--- src/rtl/pipe_stage_buf.sv ---
// Elastic pipeline stage: a DEPTH-entry circular FIFO with valid/ready on both sides,
// plus stall (freeze output side) and flush (drop all buffered entries).
module pipe_stage_buf #(
   parameter int unsigned       WIDTH          = 64,
   parameter int unsigned       DEPTH          = 2,
   parameter logic [WIDTH-1:0]  BUBBLE         = '0,
   parameter bit                CLEAR_ON_EMPTY = 1'b1,
   localparam int unsigned      CW             = $clog2(DEPTH + 1)
) (
   input  logic             clock,
   input  logic             reset,
   input  logic             flush,
   input  logic             stall,
   input  logic             in_valid,
   output logic             in_ready,
   input  logic [WIDTH-1:0] in_data,
   output logic             out_valid,
   input  logic             out_ready,
   output logic [WIDTH-1:0] out_data,
   output logic [CW-1:0]    count,
   output logic             full,
   output logic             empty
);

   // Handshake: a beat transfers on a rising edge only when valid and ready are both 1
   // in the preceding cycle; valid never waits on ready, and the payload is held while
   // valid=1 and ready=0.
   localparam int unsigned    PW       = (DEPTH > 1) ? $clog2(DEPTH) : 1;
   localparam logic [PW-1:0]  LAST_PTR = PW'(DEPTH - 1);
   localparam logic [CW-1:0]  FULL_CNT = CW'(DEPTH);

   logic [WIDTH-1:0] mem [DEPTH];
   logic [PW-1:0]    rd_ptr;
   logic [PW-1:0]    wr_ptr;
   logic             push;
   logic             pop;

   function automatic logic [PW-1:0] next_ptr(input logic [PW-1:0] p);
      return (p == LAST_PTR) ? '0 : p + PW'(1);
   endfunction

   assign full      = (count == FULL_CNT);
   assign empty     = (count == '0);
   assign out_valid = !empty && !stall && !flush;
   assign pop       = out_valid && out_ready;
   // A full buffer still accepts when the head leaves in the same cycle.
   assign in_ready  = reset && !flush && (!full || pop);
   assign push      = in_valid && in_ready;

   always_ff @(posedge clock or negedge reset) begin
      if (!reset) begin
         rd_ptr <= '0;
         wr_ptr <= '0;
         count  <= '0;
      end else if (flush) begin
         rd_ptr <= '0;
         wr_ptr <= '0;
         count  <= '0;
      end else begin
         if (push) wr_ptr <= next_ptr(wr_ptr);
         if (pop)  rd_ptr <= next_ptr(rd_ptr);
         case ({push, pop})
            2'b10:   count <= count + CW'(1);
            2'b01:   count <= count - CW'(1);
            default: count <= count;
         endcase
      end
   end

   // Payload storage is never reset; occupancy alone decides what is valid.
   always_ff @(posedge clock) begin
      if (push) mem[wr_ptr] <= in_data;
   end

   always_comb begin
      out_data = mem[rd_ptr];
      if (CLEAR_ON_EMPTY && !out_valid) out_data = BUBBLE;
   end

endmodule

--- config.mk ---
export PLATFORM = sky130hd
export DESIGN_NAME = pipe_stage_buf
export DESIGN_NICKNAME = d
export VERILOG_FILES = /design/src/rtl/pipe_stage_buf.sv
export SDC_FILE = /design/constraint.sdc
export NUM_CORES = 1
export LEC_CHECK = 0
export CAP_MARGIN = 20
export CORE_ASPECT_RATIO = 1.4
export CORE_MARGIN = 2
export CORE_UTILIZATION = 46
export CTS_BUF_LIST = sky130_fd_sc_hd__clkbuf_8
export DETAILED_ROUTE_END_ITERATION = 10
export PLACE_DENSITY = 0.79
export SLEW_MARGIN = 0
export SYNTH_ARGS = -nofsm -noshare
export SYNTH_HDL_FRONTEND = slang
export SYNTH_SLANG_ARGS = --single-unit
export TNS_END_PERCENT = 5
--- constraint.sdc ---
create_clock -name clock -period 4.7 [get_ports clock]
set_clock_uncertainty 0.2 [all_clocks]
set_input_delay 0.94 -clock clock [delete_from_list [all_inputs] [get_ports clock]]
set_output_delay 0.94 -clock clock [all_outputs]
set_load 0.005 [all_outputs]
# After elaboration in Yosys (flattened, before gate mapping)
# Memory sizes are Yosys's and may differ from the RTL's.
# Cells that the tools add are included.
# Widths: inputs -> output; s select.
[classes]
magnitude_cmp = 0
n_shift = 0
div = 0
n_reduce_logical = 15
mul = 0
eq_ne = 3
n_bitwise = 0
n_addsub = 4
muxes = 11
[op_table]
columns = ["operator", "n"]
rows = [
  ["$mux 64", 1],
  ["$mux 1", 8],
  ["$logic_and 1x1->1", 6],
  ["$eq 2x2->1 const B", 2],
  ["$logic_not 1->1", 4],
  ["$pmux 2 s2", 1],
  ["$reduce_bool 2->1", 2],
  ["$reduce_bool 3->1", 1],
  ["$add 1x1->1 const B", 2],
  ["$add 2x1->2 const B", 1],
  ["$eq 2x1->1 const B", 1],
  ["$logic_not 2->1", 1],
  ["$mux 2", 1],
  ["$sub 2x1->2 const B", 1],
  ["$logic_or 1x1->1", 1],
]
[word_totals]
mem_count = 1
latch_bits = 0
elab_cells = 37
inputBits = 70
regBits = 4
romBits = 0
output_inout_bits = 70
ram_bits = 128
[memory_table]
columns = ["name", "words", "word_bits", "read_ports", "rd_clocked_by_memory_dff", "write_ports", "line", "text"]
rows = [
  ["mem", 2, 64, 1, 0, 1, "32", "logic [WIDTH-1:0] mem [DEPTH];"],
]

# Depth between registers and ports, before layout
[depth]
depth_word = 11
ltp_mapped = 5
mapped_depth_nobuf = 3

# Least setup slack after synthesis
# Ideal clock, no wire load.
[synth_timing]
kind = "input to register"
startpoint = "in stall"
endpoint = "mem mem[0][0] (enable)"
setup_ns = 0.540
path_slack_ns = -1.262
t_arrival_ns = 5.222
n_path_buf = 1
t_required_ns = 3.960
path_stages = 3
path_cell_list = "nand2b_1 buf_2 a2111oi_2"
[synth_via]
elab_chain_len = 9
[synth_rtl]
columns = ["item", "line", "text"]
rows = [
  ["start: declaration", "13", "input logic stall,"],
  ["$logic_not 1->1", "44", "assign out_valid = !empty && !stall && !flush;"],
  ["$logic_and 1x1->1 (2 in a row)", "44", ""],
  ["$logic_and 1x1->1", "45", "assign pop = out_valid && out_ready;"],
  ["$logic_or 1x1->1", "47", "assign in_ready = reset && !flush && (!full || pop);"],
  ["$logic_and 1x1->1", "47", ""],
  ["$logic_and 1x1->1", "48", "assign push = in_valid && in_ready;"],
  ["$mux 1", "72", "if (push) mem[wr_ptr] <= in_data;"],
  ["$mux 1 (implied by the code)", "72", ""],
  ["end: declaration", "32", ""],
]
# Every way passes these cells.

# Final worst setup path
[layout_timing]
startpoint = "in flush"
endpoint = "out out_data[62]"
[layout_via]
elab_chain_len = 3
[layout_rtl]
columns = ["item", "line", "text"]
rows = [
  ["start: declaration", "12", "input logic flush,"],
  ["$logic_not 1->1", "44", ""],
  ["$logic_and 1x1->1", "44", ""],
  ["$mux 64", "77", "if (CLEAR_ON_EMPTY && !out_valid) out_data = BUBBLE;"],
  ["end: declaration", "19", "output logic [WIDTH-1:0] out_data,"],
]
# Every way passes these cells.

==> flow_summary.ini <==
[detailed_routing]
wl_um = 10200
drt-initial-drc-count = 130
dr_total_vias = 3028
post-route-drc-count = 0
dr.pass1.iters = 4
wire_per_inst_um = 16.6
vias_per_cell = 4.94
ant_nets = 0

[clocking]
cts_hold_buf = 0
insertion_delay_ns = 0.41
cts.htree.levels = 4
cts_made_buffers = 17
cts_resized = 0
clock-sinks = 132
path_clk_slew_ns = 0.07
cts_setup_buffers = 0
root_buffer = clkbuf_8
clockBufferDepth = 2
cts_tree = yes

[timing]
setup_viol_count_final = 0
hold_violations = 0
period_share_pct = 88.0
min_period_ns = 4.13
max_slew_margin_pct = 58.3
tightestPinTransition_ns = 0.625
max_freq_mhz = 242
rsz0062_at_grt = no
fin_tns_setup_ns = 0
slew_viol_final = 0

[synthesis]
synthCells = 304
yosysTopAreaCell = edfxtp_1
synthTopCellsByCount = edfxtp_1 (128), mux2i_1 (64), nor2_4 (49)
avgSynthCellArea_um2 = 18.2
ys_ff_latch = 132
synth_fp_nets = 374
ys_async_sr_fraction_pct = 3.03
synth_compound_area_share_pct = 1.69
synth.area.top_cells = edfxtp_1 (69%), mux2i_1 (12%), nor2_4 (10%)
synth_fa_ha_area_share_pct = 0
synth_edf_count = 128
syn_area_um2 = 5550
yosys_most_used_dff = edfxtp_1
yosys_warnings = 0
synth_simple_gate_area_share_pct = 12.5
yosysMostFrequentCell = edfxtp_1
muxShareOfSynthArea_pct = 11.6
synth-seq-area-share_pct = 71.1
synth_top_family_by_area = simple AND/OR/NAND/NOR gates
synth.distinct_cells = 31
synth_xor_area_share_pct = 0.158
yosysTopAreaCellShare_pct = 69.3

[setup_path]
crit_arrival_ns = 2.99
ff2ff_path_depth = 4
required_ns = 3.56
crit_fanout = 23
crit_family = buffers and inverters
end_kind = output port
path_class = primary input to output port
max_stage_delay_ns = 0.57
cp_cell_sequence = clkdlybuf4s50_1 -> or3_4 -> buf_4 -> nor2_1 -> clkdlybuf4s50_1
crit_path_frequent_cell = clkdlybuf4s50_1
startpoint = flush
cp_num_buf_inv = 3
start_kind = primary input
critical_path_depth = 5
cpMaxStageDelayCell = clkdlybuf4s50_1
rr_endpoint = mem[1][48]$_DFFE_PP_
reg2reg_from = count[1]$_DFFE_PN0P_
rrSetupSlack_ns = 2.19

[die]
die_w_um = 96.8
initial_utilization_pct = 46.9
die_y_um = 134
dieArea_um2 = 13000
row_count = 47
io_pins = 140
core-area_um2 = 11800

[final_layout]
syn_to_final_growth_pct = 35.0
antenna_cells = 0
finalInstanceArea_um2 = 7490
final_nets = 523
drive_gt1_share_pct = 19.3

[global_routing]
grt_pass1_vias = 3338
grt_use_total_pct = 16.1
grt_max_degree = 67
grt_pass1_wl_um = 16000
antenna_found_initial = 0
overflow = 0

[status]
status = completed

[place]
port_buffers = 139
dp_hpwl_um = 6760
gp_congestion = 0.730
place_area_um2 = 7040

[hold_path]
holdCritPathClass = register to register
min_path_cells = 2
hold_start = wr_ptr$_DFFE_PN0P_
hold_end = wr_ptr$_DFFE_PN0P_

[job]
cap_viol_max_count = 0

[pwr]
p_leak_uw = 0.00228
powerDensity_nw_per_um2 = 334
p_total_uw = 2500
irDropWorstVdd_mv = 0.179
[worst min-delay path: cells and delay by family (launching register included)]
| family | cells | cell delay, ns |
|---|---|---|
| DFF | 1 | 0.42 |
| and+or+nand+nor | 1 | 0.10 |
| AOI/OAI and AO/OA | 1 | 0.06 |
[stage by stage]
step | hold slack [ns] | worst slack (ns) | instances | utilization (%)
2_1_floorplan | 0.322 | 0.511 | 304 | -
3_3_place_gp | 0.382 | 0.631 | 580 | 59.5
3_5_place_dp | 0.407 | 0.550 | 580 | 59.5
4_1_cts | 0.418 | 0.569 | 612 | 63.1
5_1_grt | 0.447 | 0.524 | 613 | 63.3
6_report | 0.420 | 0.566 | 613 | 63.3
[cell families after synthesis]
kind of cell | count (synthesis)
DFF | 132
xor gates and xnor gates | 1
and+or+nand+nor | 76
muxes | 64
buffers and inverters | 18
AOI/OAI and AO/OA | 13
[placed cells by master (no fill, tap or decap)]
cell type / n
a2bb2oi_1: 1
nor2_2: 1
edfxtp_1: 128
a41o_1: 1
clkdlybuf4s50_1: 139
dfrtp_1: 3
nand4bb_1: 1
clkinvlp_4: 2
inv_1: 1
o31ai_1: 1
and3b_1: 1
nand2b_1: 3
or3_4: 1
buf_16: 1
buf_4: 5
buf_12: 1
mux2i_1: 64
nand2_1: 1
o21ai_0: 2
a211oi_1: 2
and3_2: 1
dfrtp_4: 1
clkinv_2: 2
a2111oi_4: 1
inv_6: 2
clkbuf_8: 17
clkinv_4: 1
nor2_1: 15
or3_1: 1
inv_2: 1
xnor2_1: 1
bufinv_16: 4
nor2_4: 49
clkinv_1: 4
and2_1: 1
nor2b_1: 1
a21oi_1: 4
o21bai_1: 1
[worst max path at each step]
stage               slack [ns]                   to
finish                    0.57         out_data[62]
global placement          0.63         out_data[63]
global route              0.52         out_data[62]
detailed placement        0.55         out_data[62]
floorplan                 0.51  mem[0][0]$_DFFE_PP_
CTS                       0.57         out_data[62]
[area by class of cell]
type                            count  area, µm²
Timing Repair Buffer              146       1480
Clock buffer                       17        234
Inverter                            2       7.51
Fill cell                         877       4330
Multi-Input combinational cell    154       1450
Tap cell                          147        184
Clock inverter                     15        186
Sequential cell                   132       3950
[power breakdown]
part	internal (µW)	switching [µW]
logic	103	82.7
clock network	573	413
registers	1320	9.98
total	1990	505
[state kept, by name (all words and copies together) (netlist names)]
name,cells
count,2
mem,128
rd_ptr,1
wr_ptr,1
[layer usage]
metal / track usage [%] / vias to the layer above / wire length (µm)
met5: 0 / - / 0
met4: 7.82 / 0 / 184
met3: 4.43 / 13 / 435
met2: 29.5 / 87 / 5730
met1: 16.9 / 1485 / 3810
li1: - / 1443 / -
Note: power is estimated with default switching activity, not from simulation.
